==> src/rtl/direction_cmd_sched.sv <==
// Frame-rate command scheduler: debounces per-frame direction codes, enforces a
// cooldown after each confirmed command and queues commands for a valid/ready consumer.
module direction_cmd_sched #(
  parameter int STABLE_FRAMES   = 3,
  parameter int COOLDOWN_FRAMES = 8,
  parameter int FIFO_DEPTH      = 4
) (
  input  logic       iCLK,
  input  logic       iRST_N,
  input  logic       iEnable,
  input  logic       iFrameEnd,
  input  logic [2:0] iDirection,
  output logic       oCmdValid,
  output logic [2:0] oCmd,
  input  logic       iCmdReady,
  output logic [4:0] oLevel,
  output logic [1:0] oState,
  output logic [7:0] oDropCount
);

  localparam int AW = $clog2(FIFO_DEPTH);

  typedef enum logic [1:0] {
    IDLE     = 2'd0,
    TRACK    = 2'd1,
    COOLDOWN = 2'd2
  } state_t;

  state_t        state, stateNext;
  logic [2:0]    cand, candNext;
  logic [3:0]    cnt, cntNext;
  logic [7:0]    cool, coolNext;
  logic          confirm;
  logic [2:0]    pushCode;

  logic [2:0]    mem [FIFO_DEPTH];
  logic [AW-1:0] wrPtr, rdPtr;
  logic [4:0]    level;
  logic [7:0]    dropCount;
  logic          full, pop, wrEn;

  // Handshake: the head entry transfers on any cycle where oCmdValid and iCmdReady
  // are both high; oCmd/oCmdValid hold steady while valid is high and ready is low.

  // Debounce / cooldown datapath; confirmation clears cand/cnt and loads cool.
  always_comb begin
    candNext = cand;
    cntNext  = cnt;
    coolNext = cool;
    confirm  = 1'b0;
    pushCode = 3'd7;
    if (!iEnable || state == IDLE) begin
      candNext = 3'd7;
      cntNext  = 4'd0;
      coolNext = 8'd0;
    end else if (state == TRACK && iFrameEnd) begin
      if (iDirection == 3'd7) begin
        candNext = 3'd7;
        cntNext  = 4'd0;
      end else if (iDirection == cand) begin
        cntNext = cnt + 4'd1;
      end else begin
        candNext = iDirection;
        cntNext  = 4'd1;
      end
      if (cntNext == STABLE_FRAMES[3:0]) begin
        confirm  = 1'b1;
        pushCode = candNext;
        candNext = 3'd7;
        cntNext  = 4'd0;
        coolNext = COOLDOWN_FRAMES[7:0];
      end
    end else if (state == COOLDOWN && iFrameEnd) begin
      coolNext = cool - 8'd1;
    end
  end

  always_ff @(posedge iCLK or negedge iRST_N) begin
    if (!iRST_N) begin
      cand <= 3'd7;
      cnt  <= 4'd0;
      cool <= 8'd0;
    end else begin
      cand <= candNext;
      cnt  <= cntNext;
      cool <= coolNext;
    end
  end

  always_ff @(posedge iCLK or negedge iRST_N) begin
    if (!iRST_N) state <= IDLE;
    else         state <= stateNext;
  end

  always_comb begin
    stateNext = state;
    if (!iEnable) begin
      stateNext = IDLE;
    end else begin
      case (state)
        IDLE:     stateNext = TRACK;
        TRACK:    if (confirm) stateNext = COOLDOWN;
        COOLDOWN: if (iFrameEnd && cool <= 8'd1) stateNext = TRACK;
        default:  stateNext = IDLE;
      endcase
    end
  end

  always_comb begin
    oState = state;
  end

  // A push into a full queue survives only when the head leaves in the same cycle.
  assign full      = (level == FIFO_DEPTH[4:0]);
  assign oCmdValid = (level != 5'd0);
  assign pop       = oCmdValid & iCmdReady;
  assign wrEn      = confirm & (!full | pop);
  assign oCmd      = oCmdValid ? mem[rdPtr] : 3'd7;
  assign oLevel    = level;
  assign oDropCount = dropCount;

  always_ff @(posedge iCLK) begin
    if (wrEn) mem[wrPtr] <= pushCode;
  end

  always_ff @(posedge iCLK or negedge iRST_N) begin
    if (!iRST_N) begin
      wrPtr     <= '0;
      rdPtr     <= '0;
      level     <= 5'd0;
      dropCount <= 8'd0;
    end else begin
      if (wrEn) wrPtr <= wrPtr + 1'b1;
      if (pop)  rdPtr <= rdPtr + 1'b1;
      case ({wrEn, pop})
        2'b10:   level <= level + 5'd1;
        2'b01:   level <= level - 5'd1;
        default: level <= level;
      endcase
      if (confirm && !wrEn && dropCount != 8'hFF) dropCount <= dropCount + 8'd1;
    end
  end

endmodule
==> config.mk <==
export PLATFORM = sky130hd
export DESIGN_NAME = direction_cmd_sched
export DESIGN_NICKNAME = d
export VERILOG_FILES = /design/src/rtl/direction_cmd_sched.sv
export SDC_FILE = /design/constraint.sdc
export NUM_CORES = 1
export LEC_CHECK = 0
export ABC_CLOCK_PERIOD_IN_PS = 3500
export BUFFER_PORTS_ARGS = -buffer_cell sky130_fd_sc_hd__buf_4
export CAP_MARGIN = 30
export CORE_ASPECT_RATIO = 0.9
export CORE_UTILIZATION = 58
export DETAILED_ROUTE_END_ITERATION = 6
export GPL_ROUTABILITY_DRIVEN = 1
export PLACE_DENSITY_LB_ADDON = 0.1
export SLEW_MARGIN = 30
export SYNTH_ARGS = -nofsm -noshare
export SYNTH_HDL_FRONTEND = slang
export SYNTH_SLANG_ARGS = --single-unit
==> constraint.sdc <==
create_clock -name iCLK -period 3.5 [get_ports iCLK]
set_input_delay 0.875 -clock iCLK [delete_from_list [all_inputs] [get_ports iCLK]]
set_output_delay 0.875 -clock iCLK [all_outputs]
set_load 0.03 [all_outputs]
After elaboration in Yosys (flattened, before gate mapping)
Memories as Yosys holds them, arrays and structs flattened.
Index checks and enable logic that the tools add are counted.
{"block": "word_totals", "ff_bits": 34, "ram_bits": 12, "input_bits": 8, "output_inout_bits": 19, "memories": 1}
{"block": "op_classes", "addsub": 7, "n_lt_le_gt_ge": 1, "n_eq_ne": 12, "muxes": 30, "bitwise": 3, "n_reduce_logical": 16}
{"memory": "mem", "words": 4, "width": 3, "read_ports": 1, "rd_clocked_by_memory_dff": 0, "wr": 1, "line": "36", "rtl": "logic [2:0] mem [FIFO_DEPTH];"}
{"operator": "8-bit two-way mux", "n": 4}
{"operator": "4-bit two-way mux", "n": 7}
{"operator": "3-bit two-way mux", "n": 9}
{"operator": "5-bit one-hot mux with 2 select lines", "n": 1}
{"operator": "8-bit by 1-bit adder with 8-bit output (second input constant)", "n": 1}
{"operator": "8-bit by 1-bit <= comparator with 1-bit output (second input constant)", "n": 1}
{"operator": "8-bit != test (second input constant)", "n": 1}
{"operator": "8-bit by 1-bit subtractor with 8-bit output (second input constant)", "n": 1}
{"operator": "2-bit two-way mux", "n": 3}
{"operator": "3-bit by 2-bit != test with 1-bit output (second input constant)", "n": 2}
{"operator": "2-bit one-hot mux with 3 select lines", "n": 1}
{"operator": "5-bit by 1-bit adder with 5-bit output (second input constant)", "n": 1}
{"operator": "5-bit by 3-bit == test with 1-bit output (second input constant)", "n": 1}
{"operator": "1-bit logical AND", "n": 5}
{"operator": "1-bit two-way mux", "n": 5}
{"operator": "5-bit nonzero test", "n": 1}
{"operator": "5-bit by 1-bit subtractor with 5-bit output (second input constant)", "n": 1}
{"operator": "2-bit by 1-bit adder with 2-bit output (second input constant)", "n": 2}
{"operator": "4-bit by 1-bit adder with 4-bit output (second input constant)", "n": 1}
{"operator": "2-bit by 1-bit == test with 1-bit output (second input constant)", "n": 2}
{"operator": "2-bit == test (second input constant)", "n": 2}
{"operator": "4-bit by 2-bit == test with 1-bit output (second input constant)", "n": 1}
{"operator": "2-bit AND reduction", "n": 2}
{"operator": "2-bit nonzero test", "n": 2}
{"operator": "other kinds (9)", "n": 12}

Longest topological paths before layout
{"block": "depth", "word_depth": 13, "mapped_depth": 11}

Least setup slack after synthesis
Ideal clock, no wire load.
{"block": "synth_timing", "path_type": "input to register", "from": "input iDirection[0]", "to": "register level[4] (netlist: oLevel[4])", "setup_time_ns": 0.134, "t_arrival_ns": 2.716, "setup_slack_ns": 0.650, "cell_stages": 10, "path_buffers": 1, "path_cell_list": "nor2b_1 -> nor4_4 -> and4_1 -> buf_4 -> nor2_2 -> fa_1 -> a21o_1 -> a21oi_1 -> mux2i_1 -> xnor2_1"}
{"block": "synth_between", "elab_chain_cells": 12, "word_cells_on_any_way": 15, "cone_classes": "eq/ne: 5; mux: 8; bitwise: 1; reduce/logical: 1"}
{"element": "start, declared", "line": "12", "rtl": "input logic [2:0] iDirection,"}
{"element": "3-bit == test", "line": "60", "rtl": "end else if (iDirection == cand) begin"}
{"element": "4-bit two-way mux", "line": "60"}
{"element": "4-bit two-way mux (*)", "line": "57", "rtl": "if (iDirection == 3'd7) begin"}
{"element": "4-bit two-way mux (*)", "line": "56", "rtl": "end else if (state == TRACK && iFrameEnd) begin"}
{"element": "4-bit two-way mux (*)", "line": "52", "rtl": "if (!iEnable || state == IDLE) begin"}
{"element": "4-bit by 2-bit == test with 1-bit output (*)", "line": "66", "rtl": "if (cntNext == STABLE_FRAMES[3:0]) begin"}
{"element": "1-bit two-way mux (*)", "line": "66"}
{"element": "1-bit two-way mux (*)", "line": "56"}
{"element": "1-bit two-way mux (*)", "line": "52"}
{"element": "1-bit AND (*)", "line": "117", "rtl": "assign wrEn = confirm & (!full | pop);"}
{"element": "2-bit by 1-bit == test with 1-bit output / 2-bit == test (equally long branches)", "line": "135", "rtl": "case ({wrEn, pop})"}
{"element": "5-bit one-hot mux with 2 select lines / 2-bit nonzero test (equally long branches)"}
{"element": "end signal, assigned", "line": "136", "rtl": "2'b10: level <= level + 5'd1;"}
{"element": "end signal, assigned", "line": "137", "rtl": "2'b01: level <= level - 5'd1;"}
{"element": "end signal, assigned", "line": "138", "rtl": "default: level <= level;"}
{"element": "end, declared", "line": "38", "rtl": "logic [4:0] level;"}
Every way passes the cells marked *; elsewhere a longest branch is shown, timed or not. The select of a mux whose other input is x is not followed.
A chain may end at the register's enable or synchronous reset.

Worst setup path in the final report
Same ends and word-level chain as after synthesis.

==> impl_metrics.yaml <==
setup_path:
  critical_path_class: "primary input to flip-flop"
  path_max_fanout: 6
  endpoint_kind: "flip-flop"
  start_kind: "primary input"
  cp.required_ns: 3.73
  crit_arrival_ns: 2.98
timing:
  drv_slew: 0
  setup_violations: 0
  whs_ns: 0.470
  post-route-period-util_pct: 78.5
  finalCriticalPeriod_ns: 2.75
  rsz0062_at_grt: "false"
  skew_ns: 0.00514
  max_freq_ghz: 0.364
  worst_pin_slew_ns: 0.713
  tns_ns: 0
  worst_slack_ns: 0.751
  hold_viol_final: 0
  relSlewSlack_pct: 52.4
clock_tree:
  postCtsSetupBuffers: 0
  cts_hold_buf: 0
  cts_inserted_buffers: 5
  htreeDepth: 2
  cts_tree: "done"
  path_clk_slew_ns: 0.08
  ctsResizeCount: 0
  clock_latency_ns: 0.30
  cts.path.max_buffers: 2
  cts_root_buf: "clkbuf_8"
  clkSinkCount: 46
place:
  dpl_worst_slack_ns: 0.445
  port_buffers: 26
  place_hpwl_um: 3390
  place.gp.congestion: 0.858
global_route:
  grt_pass1_vias: 1766
  busiest_layer: "met2"
  met1_usage_pct: 30.4
  met2_usage_pct: 37.5
  grt_antenna_before_repair: 0
  gr-total-overflow: 0
  grt_usage_pct: 23.2
  grt_max_degree: 35
  grtUsageMet3_pct: 6.15
  grt_pass1_wl_um: 8070
worst_hold_path:
  hold_class: "flip-flop to flip-flop"
pwr:
  ir_drop_mv: 0.373
  p_total_w: 0.00179
  power.leakage_nw: 1.27
  p_per_area_nw_per_um2: 632
floorplan:
  initial_core_util_pct: 60.8
  die_y_um: 64.2
  rows: 22
  core_um2: 4100
  die_w_um: 71.1
  io_pins: 27
  dieArea_um2: 4570
synth:
  async_flop_share_pct: 73.9
  synth_seq_cells: 46
  synth_ff_type: "dfrtp_1"
  synthCells: 221
  synth_area_per_cell_um2: 11.3
  synth_enable_flop_cells: 12
  ys_warn_count: 0
  syn_area_um2: 2490
  synth_seq_area_share_pct: 48.7
  synth_cell_types: 60
  syn_nets: 241
layout:
  fin_util_pct: 69.0
  final_nets: 270
  mostFrequentLayoutCells: "31 x dfrtp_1, 28 x buf_4, 12 x nand2_1, 12 x xnor2_1, 12 x edfxtp_1"
  drive_above_1_share_pct: 23.5
  syn2layout_area_growth_pct: 13.4
  antenna_cells: 0
  final_common_cell: "dfrtp_1"
detailed_routing:
  final_antenna_net_count: 0
  avgViaCountPerCell: 5.83
  firstDrtPassIters: 6
  via_count: 1743
  wirelength_um: 4590
  drt-initial-drc-count: 80
  drc: 0
  wl_per_cell_um: 15.3
status:
  run_status: "completed"
flow_run:
  max_cap_viol_count: 0
==> cells by family after synthesis <==
group	share of synthesized area, %
AO/OA/AOI/OAI	11.4
multiplexers	5.82
XOR/XNOR	6.32
AND/OR/NAND/NOR	18.0
flip-flops	48.7
buffers and inverters	3.06
adder cells (fa/ha/maj)	6.72
==> critical path: stages <==
cell	delay, ns
buf_4	0.14
nor2b_1	0.15
nor4_4	0.34
and4_1	0.28
nor2_2	0.08
fa_1	0.40
a21o_1	0.17
a21oi_1	0.17
mux2i_1	0.24
xnor2_1	0.13
==> synthesized netlist by cell type (2+ instances only) <==
cell,number,share of area [%]
a21oi_1,10,2.0
xor2_1,6,2.1
dfrtp_1,31,31
nand4_1,5,1.3
a31oi_1,3,0.75
a21o_1,2,0.60
buf_6,2,0.90
mux2_4,3,1.8
nor2b_1,4,1.0
and4_1,2,0.70
edfxtp_1,12,14
nand3b_1,2,0.60
nor3_1,3,0.60
xnor2_1,12,4.2
or2_2,3,0.75
and3_1,2,0.50
a32o_1,2,0.80
mux4_2,3,2.7
o21ai_0,8,1.6
o21ai_1,4,0.80
nand2_1,12,1.8
nand2b_1,6,1.5
clkbuf_1,2,0.30
nand3_1,11,2.2
dfstp_2,3,3.2
inv_1,9,1.4
ha_1,11,5.5
o31ai_1,2,0.60
a41o_1,2,0.80
nor2_1,11,1.7
and2_2,4,1.2
==> metrics by stage <==
| step | instance area, um2 | instances |
|---|---|---|
| 3_5_place_dp | 2720 | 291 |
| 4_1_cts | 2830 | 299 |
| 5_1_grt | 2830 | 299 |
| 6_report | 2830 | 299 |
| 3_3_place_gp | 2720 | 291 |
| 2_1_floorplan | 2490 | 221 |
==> power by group <==
part | switching (W) | total [W] | leakage (nW) | internal [W]
clock network | 0.000182 | 0.000366 | 0.0496 | 0.000184
registers | 0.000120 | 0.000755 | 0.575 | 0.000635
logic | 0.000357 | 0.000667 | 0.646 | 0.000310
==> area by class of cell <==
cell class,count,area [um2]
fill,302,1270
sequential,46,1210
multi-input combinational,160,1200
timing repair buffer,28,210
clock buffer,7,97.6
tap,48,60.1
inverter,9,33.8
clock inverter,1,7.51
==> worst paths after layout <==
kind                                  startpoint               endpoint  slack [ns]  cells after the start
max reg2reg                oLevel[0]$_DFFE_PN0P_  oLevel[4]$_DFFE_PN0P_        0.88                     10
max in group asynchronous                 iRST_N    cand[2]$_DFFE_PN1N_        2.66                      1
min reg2reg                  cool[6]$_DFFE_PN0P_    cool[6]$_DFFE_PN0P_        0.47                      1
max                                iDirection[0]  oLevel[4]$_DFFE_PN0P_        0.75                     10
min in group asynchronous                 iRST_N   rdPtr[1]$_DFFE_PN0P_        0.50                      1
min                          cool[6]$_DFFE_PN0P_    cool[6]$_DFFE_PN0P_        0.47                      1
==> state kept, by name, indices dropped and copies added, names as in the netlist <==
signal / flops
cool: 8
cnt: 4
mem: 12
rdPtr: 2
cand: 3
oState: 2
oDropCount: 8
wrPtr: 2
oLevel: 5
==> metal layers <==
metal / wire (um) / part of all wire, % / up-vias
met5: 0 / 0 / -
met4: 67 / 1.5 / 0
met3: 156 / 3.4 / 5
met2: 2160 / 47 / 35
met1: 2210 / 48 / 847
li1: - / - / 856
(Power assumes the default switching activity.)
